**config.mk**
```make
export PLATFORM = sky130hd
export DESIGN_NAME = class_rslt_merge
export DESIGN_NICKNAME = d
export VERILOG_FILES = /design/src/rtl/class_rslt_merge.sv
export SDC_FILE = /design/constraint.sdc
export NUM_CORES = 1
export LEC_CHECK = 0
export CORE_UTILIZATION = 40
export DETAILED_ROUTE_END_ITERATION = 10
export GPL_ROUTABILITY_DRIVEN = 0
export HOLD_SLACK_MARGIN = 0.03
export PLACE_DENSITY = 0.54
export SYNTH_ARGS = -nofsm -noshare
export SYNTH_HDL_FRONTEND = slang
export SYNTH_SLANG_ARGS = --single-unit
```
**constraint.sdc**
```tcl
create_clock -name clk -period 11.85 [get_ports clk]
set_input_delay 1.185 -clock clk [delete_from_list [all_inputs] [get_ports clk]]
set_output_delay 1.185 -clock clk [all_outputs]
set_load 0.01 [all_outputs]
```
**src/rtl/class_rslt_merge.sv**
```systemverilog
// class_rslt_merge: pairs hash/OFT results into one classification result; CLASS_MERGE_STATS_EN adds result counters
module class_rslt_merge #(
  parameter int VID_WIDTH  = 15,
  parameter int FIFO_DEPTH = 8,
  parameter int AFULL_LVL  = FIFO_DEPTH - 2
) (
  input  logic                 clk,
  input  logic                 rst,
  input  logic                 hsh_rslt_vld,
  input  logic [VID_WIDTH-1:0] hsh_rslt_vid,
  input  logic                 hsh_rslt_hit,
  input  logic                 oft_rslt_vld,
  input  logic [VID_WIDTH-1:0] oft_rslt_vid,
  input  logic                 oft_rslt_hit_miss,
  input  logic                 oft_rslt_err,
  input  logic [VID_WIDTH-1:0] dflt_vid,
  input  logic                 flush,
  output logic                 key_stall,
  output logic                 out_vld,
  input  logic                 out_rdy,
  output logic [VID_WIDTH-1:0] out_vid,
  output logic                 out_hit,
  output logic                 out_err,
  output logic                 ovf_err,
  output logic                 desync_err
`ifdef CLASS_MERGE_STATS_EN
  ,
  input  logic                 stat_clr,
  output logic [31:0]          stat_hit_cnt,
  output logic [31:0]          stat_miss_cnt,
  output logic [31:0]          stat_err_cnt
`endif
);
  localparam int AW = $clog2(FIFO_DEPTH);
  localparam int PW = AW + 1;
  localparam logic [PW-1:0] DEPTH_P = PW'(FIFO_DEPTH);
  localparam logic [PW-1:0] AFULL_P = PW'(AFULL_LVL);
  typedef enum logic {RUN, DRAIN} state_t;
  state_t state, state_nx;
  logic [VID_WIDTH:0]   hmem [FIFO_DEPTH];
  logic [VID_WIDTH+1:0] omem [FIFO_DEPTH];
  logic [PW-1:0] hwp, hrp, owp, orp, hcnt, ocnt, hcnt_nx, ocnt_nx;
  logic push_h, push_o, h_full, o_full, h_empty, o_empty, pop, h_wr, o_wr, clr, ks_nx;
  logic [VID_WIDTH:0]   h_head;
  logic [VID_WIDTH+1:0] o_head;
  logic [VID_WIDTH-1:0] h_vid, o_vid, m_vid;
  logic h_hit, o_hit, o_err, m_hit, m_err;
  always_comb begin
    push_h   = hsh_rslt_vld && state == RUN;
    push_o   = oft_rslt_vld && state == RUN;
    hcnt     = hwp - hrp;
    ocnt     = owp - orp;
    h_full   = hcnt == DEPTH_P;
    o_full   = ocnt == DEPTH_P;
    h_empty  = hcnt == '0;
    o_empty  = ocnt == '0;
    pop      = (!h_empty || push_h) && (!o_empty || push_o) && (!out_vld || out_rdy) && state == RUN;
    h_wr     = push_h && (!h_full || pop);
    o_wr     = push_o && (!o_full || pop);
    hcnt_nx  = hcnt + PW'(h_wr) - PW'(pop);
    ocnt_nx  = ocnt + PW'(o_wr) - PW'(pop);
    clr      = state == DRAIN && !out_vld;
    state_nx = state == RUN ? (flush ? DRAIN : RUN) : (out_vld ? DRAIN : RUN);
    ks_nx    = state_nx == DRAIN || (!clr && (hcnt_nx >= AFULL_P || ocnt_nx >= AFULL_P));
    h_head   = h_empty ? {hsh_rslt_vid, hsh_rslt_hit} : hmem[hrp[AW-1:0]];
    o_head   = o_empty ? {oft_rslt_vid, oft_rslt_hit_miss, oft_rslt_err} : omem[orp[AW-1:0]];
    h_vid    = h_head[VID_WIDTH:1];
    h_hit    = h_head[0];
    o_vid    = o_head[VID_WIDTH+1:2];
    o_hit    = o_head[1];
    o_err    = o_head[0];
    m_vid    = h_hit ? h_vid : o_hit ? o_vid : dflt_vid;
    m_hit    = h_hit || o_hit;
    m_err    = (h_hit && o_hit) || o_err;
  end
  always_ff @(posedge clk) begin
    if (h_wr) hmem[hwp[AW-1:0]] <= {hsh_rslt_vid, hsh_rslt_hit};
    if (o_wr) omem[owp[AW-1:0]] <= {oft_rslt_vid, oft_rslt_hit_miss, oft_rslt_err};
  end
  always_ff @(posedge clk) begin
    if (rst) begin
      state      <= RUN;
      hwp        <= '0;
      hrp        <= '0;
      owp        <= '0;
      orp        <= '0;
      key_stall  <= 1'b0;
      ovf_err    <= 1'b0;
      desync_err <= 1'b0;
      out_vld    <= 1'b0;
      out_vid    <= '0;
      out_hit    <= 1'b0;
      out_err    <= 1'b0;
    end else begin
      state      <= state_nx;
      hwp        <= clr ? '0 : hwp + PW'(h_wr);
      hrp        <= clr ? '0 : hrp + PW'(pop);
      owp        <= clr ? '0 : owp + PW'(o_wr);
      orp        <= clr ? '0 : orp + PW'(pop);
      key_stall  <= ks_nx;
      ovf_err    <= ovf_err | (push_h & h_full & !pop) | (push_o & o_full & !pop);
      desync_err <= desync_err | (h_full & o_empty) | (o_full & h_empty);
      if (pop) begin
        out_vld <= 1'b1;
        out_vid <= m_vid;
        out_hit <= m_hit;
        out_err <= m_err;
      end else if (out_rdy) begin
        out_vld <= 1'b0;
      end
    end
  end
`ifdef CLASS_MERGE_STATS_EN
  logic acc;
  assign acc = out_vld && out_rdy;
  always_ff @(posedge clk) begin
    if (rst || stat_clr) begin
      stat_hit_cnt  <= '0;
      stat_miss_cnt <= '0;
      stat_err_cnt  <= '0;
    end else begin
      if (acc && out_hit && !(&stat_hit_cnt)) stat_hit_cnt <= stat_hit_cnt + 32'd1;
      if (acc && !out_hit && !(&stat_miss_cnt)) stat_miss_cnt <= stat_miss_cnt + 32'd1;
      if (acc && out_err && !(&stat_err_cnt)) stat_err_cnt <= stat_err_cnt + 32'd1;
    end
  end
`endif
endmodule

```
Yosys cells after proc, flatten, opt, wreduce, memory -nomap -nowiden
Memories as Yosys holds them, arrays and structs flattened. A register that Yosys moved wholly into a read port is not among the register bits.
Index checks and enable logic that the tools add are counted.
Storage, ports and cells
  register bits: 38
  memory bits (writable): 264
  input bits: 54
  output and inout bits: 21
  word-level logic and storage cells: 84
  memories: 2
Memories
  omem: depth 8, width 17, rd ports 1, clocked after memory_dff 1, write ports 1, RTL line 41  | logic [VID_WIDTH+1:0] omem [FIFO_DEPTH];
  hmem: depth 8, width 16, rd ports 1, clocked after memory_dff 1, write ports 1, RTL line 40  | logic [VID_WIDTH:0] hmem [FIFO_DEPTH];
Operators by class
  $add $sub $neg: 10
  order comparisons: 2
  eq/ne operators: 2
  muxes and demuxes: 15
  bitwise operators: 11
  reductions and logical operators: 30
Operator list (count)
  two-way mux 15 bit: 2
  adder 4 x 1 -> 4 bit: 6
  two-way mux 17 bit: 1
  two-way mux 16 bit: 1
  logical AND 1 bit: 10
  logical OR 1 bit: 9
  two-way mux 1 bit: 9
  equality test 4 bit (second input constant): 2
  >= comparator 4 x 3 -> 1 bit (second input constant): 2
  zero test 4 bit: 2
  subtractor 4 x 1 -> 4 bit: 2
  subtractor 4 bit: 2
  zero test 1 bit: 7
  AND 1 bit: 6
  two-way mux 3 bit: 2
  bitwise OR 1 bit: 4
  nonzero test 2 bit: 1
  OR reduction 2 bit: 1
  inverter 1 bit: 1

Depth between registers and ports, before layout
Gate-level depths: netlist (run 1).
  depth in word-level cells: 15
  depth in mapped cells: 21
  depth with buffers taken out: 19

Worst setup path before layout (run 1)
OpenSTA, ideal clock, no wires.
  path type: reg-to-reg
  start: register orp[1]
  end: memory omem[0][0] (netlist bit), enable pin
  library setup time: 412 ps
  arrival time: 4046 ps
  data required time: 11438 ps
  slack: 7391 ps
  stages on the path, launching flop included: 17
  path buffers: 2
  period minus slack after synthesis: 4459 ps
  path through: dfxtp_1 > clkbuf_1 > inv_1 > clkbuf_1 > ha_1 > a21o_1 > a21o_1 > xnor2_1 > inv_1 > ha_1 > nand4bb_1 > o2111ai_1 > inv_1 > o21ai_0 > inv_1 > nand2_1 > nor3_1
Between the ends
  word-level cells in the longest chain between the ends: 11
  elaborated cells between the ends (all ways): 13
  classes of those cells: add/sub: 1; eq/ne: 1; mux: 2; reduce/logical: 9
RTL lines
  start, declared: RTL line 42  | logic [PW-1:0] hwp, hrp, owp, orp, hcnt, ocnt, hcnt_nx, ocnt_nx;
  start signal, assigned: RTL line 99  | orp <= clr ? '0 : orp + PW'(pop);
  subtractor 4 bit *: RTL line 52  | ocnt = owp - orp;
  zero test 4 bit: RTL line 56  | o_empty = ocnt == '0;
  zero test 1 bit: RTL line 57  | pop = (!h_empty || push_h) && (!o_empty || push_o) && (!out_vld || out_rdy) && state == RUN;
  logical OR 1 bit: RTL line 57
  logical AND 1 bit (3 in series): RTL line 57
  logical OR 1 bit *: RTL line 59  | o_wr = push_o && (!o_full || pop);
  logical AND 1 bit *: RTL line 59
  two-way mux 1 bit *: RTL line 78  | if (o_wr) omem[owp[AW-1:0]] <= {oft_rslt_vid, oft_rslt_hit_miss, oft_rslt_err};
  two-way mux 1 bit (not written as such) *: RTL line 78
  end, declared: RTL line 41
Mark *: on every way between the ends. The rest lies on a longest branch, timed or not.

Worst setup path in the final report (run 1)
  start: register orp[1]
  end: register key_stall
Between the ends
  word-level cells in the longest chain between the ends: 15
  elaborated cells between the ends (all ways): 22
  classes of those cells: add/sub: 5; order compare: 2; eq/ne: 1; reduce/logical: 14
RTL lines
  subtractor 4 bit *: RTL line 52
  zero test 4 bit: RTL line 56
  zero test 1 bit: RTL line 57
  logical OR 1 bit: RTL line 57
  logical AND 1 bit (3 in series): RTL line 57
  logical OR 1 bit, on equally long branches: RTL line 58, 59
  logical AND 1 bit, on equally long branches: RTL line 58, 59
  adder 4 x 1 -> 4 bit, on equally long branches: RTL line 60, 61
  subtractor 4 x 1 -> 4 bit, on equally long branches: RTL line 60, 61
  >= comparator 4 x 3 -> 1 bit: RTL line 64  | ks_nx = state_nx == DRAIN || (!clr && (hcnt_nx >= AFULL_P || ocnt_nx >= AFULL_P));
  logical OR 1 bit *: RTL line 64
  logical AND 1 bit *: RTL line 64
  logical OR 1 bit *: RTL line 64
  end signal, assigned: RTL line 100  | key_stall <= ks_nx;
  end, declared: RTL line 18  | output logic key_stall,
Marked as above.
A chain may end at the register's enable or synchronous reset.

==> results of run 1 <==
cell type report:
type	instances	area share, %
inverters	20	0.504
repair buffers	98	6.19
flip-flops and latches	302	58.4
clock inverters	12	1.36
multi-input cells	377	23.9
clock buffers	46	6.30
well taps	396	3.33
through the flow:
stage | hold WS (ns) | util, % | cell area (µm²) | power (W)
final | 0.494 | 48.5 | 14900 | 0.00339
after global routing | 0.539 | 48.5 | 14900 | 0.00356
after CTS | 0.490 | 48.5 | 14900 | 0.00342
after detailed placement | 0.477 | 44.8 | 13700 | 0.00235
after global placement | 0.479 | 44.8 | 13700 | 0.00233
after floorplan | 0.498 | - | 12500 | 0.00199
kinds of logic after synthesis:
logic type / count (synthesis) / synth area share (%)
muxes: 79 / 12.8
adders and majority gates: 28 / 3.05
DFF: 302 / 69.6
and+or+nand+nor: 166 / 5.78
xor gates and xnor gates: 18 / 1.26
AOI/OAI and AO/OA: 86 / 5.46
buffers and inverters: 60 / 2.10
registers in the layout, indices dropped and copies added (netlist names):
register and flops:
omem 136, hmem 128, out_vid 15, hrp 4, hwp 4, orp 4, owp 4, desync_err 1
key_stall 1, out_err 1, out_hit 1, out_vld 1, ovf_err 1, state 1
report_power, final:
part	switching [W]	internal (W)
sequential	0.0000420	0.00124
combinational	0.000628	0.000412
clock	0.000403	0.000664
worst register-to-register path: stages, from the launching register on:
cell and delay [ns]:
dfxtp_1 0.91, inv_1 0.60, ha_1 0.45, a21o_1 0.19
a21o_1 0.19, xnor2_1 0.20, inv_1 0.07, ha_1 0.24
nand4bb_1 0.10, o2111ai_1 0.26, inv_1 0.15, buf_4 0.40
o21ai_0 0.20, o21ai_0 0.19, ha_1 0.22, fa_1 0.43
nand2_1 0.07, and3_1 0.14, a31oi_1 0.09
cells in the final DEF, fill, tap and decap left out, drive strengths merged, types with 6 or more instances in the layout:
cell type and instances:
inv 20, clkdlybuf4s50 74, a21oi 6, nand2b 7
buf 24, a21o 7, o311ai 15, and2 10
a311oi 16, mux4 64, o211ai 15, ha 24
nand2 62, dfxtp 38, xor2 10, clkbuf 46
a41oi 16, nor2 60, nand3 13, clkinv 7
mux2i 14, edfxtp 264, xnor2 8
worst min-delay path by stage:
stage	start	end	slack, ns	cells after the start
after floorplan	hwp[3]	hwp[3]	0.50	2
after global placement	ovf_err	ovf_err	0.48	2
after detailed placement	ovf_err	ovf_err	0.48	2
after CTS	ovf_err	ovf_err	0.49	2
after global routing	out_vid[1]	out_vid[1]	0.54	2
final	ovf_err	ovf_err	0.49	2
per-layer routing:
metal  share of wire, %  track usage (%)
met3                5.2             3.41
met4                2.1             5.61
met2                 47             30.2
met1                 46             26.7
met5              0.058                0
==> out/qor.yml, run 1 <==
drtIter0Drc: 559
yosys.area.top_type_share_pct: 63.5
numPortBuffers: 74
firstDrtPassIters: 4
grt_pass1_vias: 7179
cp_cell_sequence: "inv_1 > ha_1 > a21o_1 > a21o_1 > xnor2_1 > inv_1 > ha_1 > nand4bb_1 > o2111ai_1 > inv_1 > buf_4 > o21ai_0 > o21ai_0 > ha_1 > fa_1 > nand2_1 > and3_1 > a31oi_1"
wl_per_cell_um: 23.4
ctsRootBufferMaster: "clkbuf_16"
row_count: 64
vias: 6911
rsz0062_at_grt: "false"
yosysWarnings: 0
cts_buffers: 34
fillCellCount: 2544
fin_crit_sh_pct: 44.2
max_cap_viol_count: 0
dieWidth_um: 179
grt_usage_pct: 19.0
fin_nets: 915
ant_nets: 0
antenna_found_initial: 1
cts-htree-levels: 2
cp_slowest_cell: "dfxtp_1"
ctsHoldBuffers: 0
overflow: 0
final-seq-area_mm2: 0.00869
drc: 0
crit_end: "key_stall"
synth_area_leaders: "edfxtp_1 63%, mux4_2 12%, dfxtp_1 6.1%"
crit_fanout: 39
path_buf_inv: 4
cts_tree: "built"
path_class: "flip-flop to flip-flop"
setup_slack_ns: 6.61
outcome: "complete, no violations"
slowest_delay_ns: 0.91
synth_nets: 821
r2r-end: "key_stall"
slew_violations: 0
reg2regPathDepth: 18
fp.coreArea_mm2: 0.0307
crit_arrival_ns: 5.60
routed_wl_um: 29200
p_leak_nw: 4.88
clock_latency_ns: 0.51
synthCells: 739
grt_pass1_wl_um: 44000
cp-end-kind: "flip-flop"
dpl.cell_count: 1193
setup_viol: 0
fin_cells: 1251
die_h_um: 179
max_slew_margin_pct: 25.4
synth_most_common_cell: "edfxtp_1"
antenna_cells: 0
cp.required_ns: 12.21
clock.fmax_mhz: 191
multi_input_area_mm2: 0.00356
grt_max_degree: 40
drive_above_1_share_pct: 16.5
seq_area_frac_synth_pct: 69.6
ys_top_cells_by_count: "264 x edfxtp_1, 64 x mux4_2, 62 x nand2_1"
pre_cts_ws_ns: 6.72
yosys_most_used_dff: "edfxtp_1"
avgSynthCellArea_um2: 16.9
area_growth_pct: 19.1
fin_tns_setup_ns: 0
p_per_area_mw_per_mm2: 228
clockBufferDepth: 3
clk_pin_slew_ns: 0.06
path_depth: 18
clock_sinks: 302
async_flop_share_pct: 0
critical_path.startpoint: "orp[1]"
start_util_pct: 40.7
io_pins: 75
syn_area_mm2: 0.0125
vias_per_cell: 5.52
cts_resized: 0
post_cts_buffers: 0
synth_cell_types: 42
irDropWorstVdd_v: 0.000138
synth_top_area_cell: "edfxtp_1"
start_kind: "flip-flop"
synth_edf_count: 264
min_path_type: "flip-flop to flip-flop"
rrSetupSlack_ns: 6.61
dp_hpwl_um: 18300
ys_seq_elements: 302
fin_skew_ns: 0.0226
dieArea_mm2: 0.0319
hold_viol_final: 0
critical-path-top-delay-family: "adder cells"
tightest_slew_ns: 1.12
reg2reg_from: "orp[1]"
period_needed_ns: 5.24
(Power assumes the default switching activity.)
==> inputs of run 2 (changes only) <==
Clock period 11.85 ns to 5.31 ns, I/O delays scaled along.
==> out/qor.yml, run 2 (same netlist as run 1, synthesis figures left out) <==
cts_tree: "built"
dieWidth_um: 179
io_pins: 75
clock_sinks: 302
overflow: 0
crit_arrival_ns: 4.71
reg2reg_from: "hwp[1]"
crit_top_cell: "ha_1"
cts_buffers: 34
p_per_area_mw_per_mm2: 508
cts_resized: 0
p_leak_nw: 4.89
fin_tns_setup_ns: 0
ctsHoldBuffers: 0
routed_wl_um: 29500
area_growth_pct: 19.2
vias: 6944
crit_fanout: 21
fin_crit_sh_pct: 80.7
largest_register_ffs: 136
start_util_pct: 40.7
numPortBuffers: 74
tightest_slew_ns: 1.02
row_count: 64
ant_nets: 0
dieArea_mm2: 0.0319
hold_end: "ovf_err"
path_class: "flip-flop to flip-flop"
cp_slowest_cell: "dfxtp_1"
min_path_type: "flip-flop to flip-flop"
grt_max_degree: 36
period_needed_ns: 4.29
post_cts_buffers: 0
worstHoldPathCells: 2
clock.fmax_mhz: 233
max_slew_margin_pct: 32.0
antenna_found_initial: 1
irDropWorstVdd_v: 0.000216
max_cap_viol_count: 0
final_cell_mix: "264 x edfxtp_1, 74 x clkdlybuf4s50_1, 64 x mux4_2, 62 x nand2_1, 60 x nor2_1"
fp.coreArea_mm2: 0.0307
outcome: "complete, no violations"
start_kind: "flip-flop"
cp.required_ns: 5.73
cts-htree-levels: 2
fillCellCount: 2573
hold_viol_final: 0
ctsRootBufferMaster: "clkbuf_16"
antenna_cells: 0
grt_pass1_wl_um: 44500
fin_skew_ns: 0.0202
clk_pin_slew_ns: 0.06
rsz0062_at_grt: "false"
cp_cell_sequence: "ha_1 > a21o_1 > a21o_1 > xnor2_1 > inv_1 > ha_1 > nand3b_1 > o2111ai_1 > inv_1 > o21ai_0 > o21ai_0 > ha_1 > fa_1 > xor2_1 > nand2_1 > and3_1 > a31oi_1"
clock_latency_ns: 0.51
final_common_cell: "edfxtp_1"
fin_nets: 918
hp-start: "ovf_err"
slowest_delay_ns: 0.53
drc: 0
r2r-end: "key_stall"
wl_per_cell_um: 23.4
setup_viol: 0
vias_per_cell: 5.52
rrSetupSlack_ns: 1.02
grt_usage_pct: 19.3
clockBufferDepth: 3
drtIter0Drc: 655
reg2regPathDepth: 17
post-route-util_pct: 48.6
die_h_um: 179
dp_hpwl_um: 18000
drive_above_1_share_pct: 16.9
grt_pass1_vias: 7189
slew_violations: 0
cp-end-kind: "flip-flop"
firstDrtPassIters: 5
run 2: changes by cell type in the layout (fill, tap and decap cells not counted), sizes merged:
| cell | delta |
|---|---|
| buf | +3 |
| clkinv | +3 |
| bufinv | -2 |
| clkbuf | +2 |
| clkinvlp | +1 |
run 2: layer usage:
layer	share of wire [%]	global-route usage [%]
met1	45	26.8
met2	48	31.1
met3	5.5	3.33
met4	2.0	5.33
met5	0.044	0
run 2: worst max path at each step:
| stage | startpoint | cells past startpoint | to |
|---|---|---|---|
| finish | hwp[1] | 17 | key_stall |
| global route | hwp[1] | 17 | key_stall |
| CTS | owp[1] | 17 | key_stall |
| detailed placement | owp[1] | 17 | key_stall |
| global placement | hwp[1] | 17 | key_stall |
| floorplan | orp[1] | 16 | omem[0][0] |
run 2: through the flow:
step	instances	power [W]	instance area, µm²	hold WS [ns]	setup WS, ns
3_3_place_gp	1196	0.00528	13800	0.480	1.44
6_report	1258	0.00757	14900	0.490	1.02
3_5_place_dp	1196	0.00532	13800	0.478	1.14
4_1_cts	1258	0.00765	14900	0.490	1.12
2_1_floorplan	739	0.00444	12500	0.498	0.851
5_1_grt	1258	0.00795	14900	0.507	0.654
run 2: final cells by class:
type                       instances  area (µm²)  share of cell area (%)
sequential                       302        8690                    58.4
multi-input combinational        377        3560                    23.9
clock buffer                      48         965                    6.48
timing repair buffer             101         943                    6.34
tap                              396         495                    3.33
clock inverter                    14         163                    1.09
inverter                          20        75.1                   0.504
run 2: where the power goes:
part           switching, W  internal, W
registers         0.0000799      0.00276
clock network      0.000902      0.00142
logic               0.00147     0.000931
total               0.00245      0.00511
run 2: worst max-delay path, delay by kind of cell (launching register included):
family | cells | cell delay (ns)
AOI/OAI and AO/OA | 6 | 1.43
xor gates and xnor gates | 2 | 0.33
adders and majority gates | 4 | 1.13
buffers and inverters | 2 | 0.47
DFF | 1 | 0.53
and+or+nand+nor | 3 | 0.30
==> inputs of run 3 (changes only) <==
Clock period 5.31 ns to 4 ns, I/O delays scaled along.
==> out/qor.yml, run 3 (same netlist as run 1, synthesis figures left out) <==
max_cap_viol_count: 0
path_class: "flip-flop to flip-flop"
fin_crit_sh_pct: 90.8
cts_buffers: 34
fin_area_mm2: 0.0149
start_util_pct: 40.7
outcome: "complete, no violations"
final_common_cell: "edfxtp_1"
hp-start: "ovf_err"
start_kind: "flip-flop"
vias_per_cell: 5.48
setup_viol: 0
clock_latency_ns: 0.51
io_pins: 75
reg2reg_from: "orp[1]"
numPortBuffers: 74
fin_tns_setup_ns: 0
cts_resized: 0
dieWidth_um: 179
p_per_area_mw_per_mm2: 659
clock_sinks: 302
irDropWorstVdd_v: 0.000346
place_area_mm2: 0.0139
slew_violations: 0
overflow: 0
crit_arrival_ns: 4.06
crit_fanout: 29
cts-htree-levels: 2
row_count: 64
max_slew_margin_pct: 42.4
clock.fmax_mhz: 275
grt_pass1_wl_um: 44100
largest_register_ffs: 136
drtIter0Drc: 531
ctsHoldBuffers: 0
clk_pin_slew_ns: 0.06
post_cts_buffers: 0
dp_hpwl_um: 19100
cp-end-kind: "flip-flop"
final_cell_mix: "264 x edfxtp_1, 74 x clkdlybuf4s50_1, 64 x mux4_2, 62 x nand2_1, 60 x nor2_1"
cp.required_ns: 4.43
grt_usage_pct: 19.2
rrSetupSlack_ns: 0.37
vias: 6959
drive_above_1_share_pct: 18.3
ctsRootBufferMaster: "clkbuf_16"
antenna_found_initial: 1
period_needed_ns: 3.63
dieArea_mm2: 0.0319
fp.coreArea_mm2: 0.0307
clockBufferDepth: 3
die_h_um: 179
rsz0062_at_grt: "false"
min_path_type: "flip-flop to flip-flop"
routed_wl_um: 29700
firstDrtPassIters: 5
wl_per_cell_um: 23.3
grt_max_degree: 36
r2r-end: "key_stall"
fin_nets: 932
reg2regPathDepth: 18
hold_viol_final: 0
tightest_slew_ns: 0.861
area_growth_pct: 19.3
drc: 0
grt_pass1_vias: 7052
critical_path.startpoint: "orp[1]"
p_leak_nw: 4.90
crit_end: "key_stall"
cts_tree: "built"
ant_nets: 0
fin_skew_ns: 0.0224
[run 3: worst min path at each step]
stage / endpoint / slack (ns) / cells past startpoint
after global routing: out_hit / 0.52 / 2
final: ovf_err / 0.50 / 2
after detailed placement: ovf_err / 0.48 / 2
after floorplan: hwp[3] / 0.50 / 2
after CTS: ovf_err / 0.49 / 2
after global placement: ovf_err / 0.47 / 2
[run 3: metal layers]
layer  share of wire [%]  global-route usage [%]  up-vias
met5                   0                       0        -
met3                 6.3                    3.71       45
met4                 2.4                    5.93        0
li1                    -                       -     3171
met2                  47                    30.1      209
met1                  44                    27.2     3534
[run 3: worst max-delay path, cell delays in order, from the launching register on]
cell and delay, ns:
dfxtp_1 0.33, inv_1 0.06, ha_1 0.26, a21o_1 0.17
a21o_1 0.18, xnor2_1 0.20, inv_1 0.07, ha_1 0.24
nand4bb_1 0.11, o2111ai_1 0.14, inv_1 0.15, buf_4 0.32
o31ai_1 0.13, ha_1 0.24, fa_1 0.41, xor2_1 0.13
nand2_1 0.07, and3_1 0.16, a31oi_1 0.16
[run 3: stage by stage]
stage          hold WS (ns)  setup WS, ns  util, %  total power (W)  std cells
3_3_place_gp          0.468         0.479     45.3          0.00707       1210
6_report              0.496         0.368     48.6          0.00982       1271
4_1_cts               0.491         0.359     48.6          0.00994       1270
5_1_grt               0.518        0.0532     48.6           0.0103       1270
3_5_place_dp          0.478         0.391     45.3          0.00713       1210
2_1_floorplan         0.498       0.00544        -          0.00591        739
[run 3: layout make-up]
class,instances,area (µm²)
multi-input combinational,377,3560
inverter,20,75.1
clock buffer,41,887
sequential,302,8690
fill,2552,15800
timing repair buffer,115,1070
clock inverter,19,118
antenna,1,2.50
tap,396,495
[run 3: power breakdown]
part	total, W	leakage (nW)	internal, W	switching (W)
Sequential	0.00377	2.70	0.00367	0.000104
Clock	0.00280	0.477	0.00159	0.00121
Combinational	0.00325	1.72	0.00131	0.00193
Total	0.00982	4.90	0.00657	0.00325
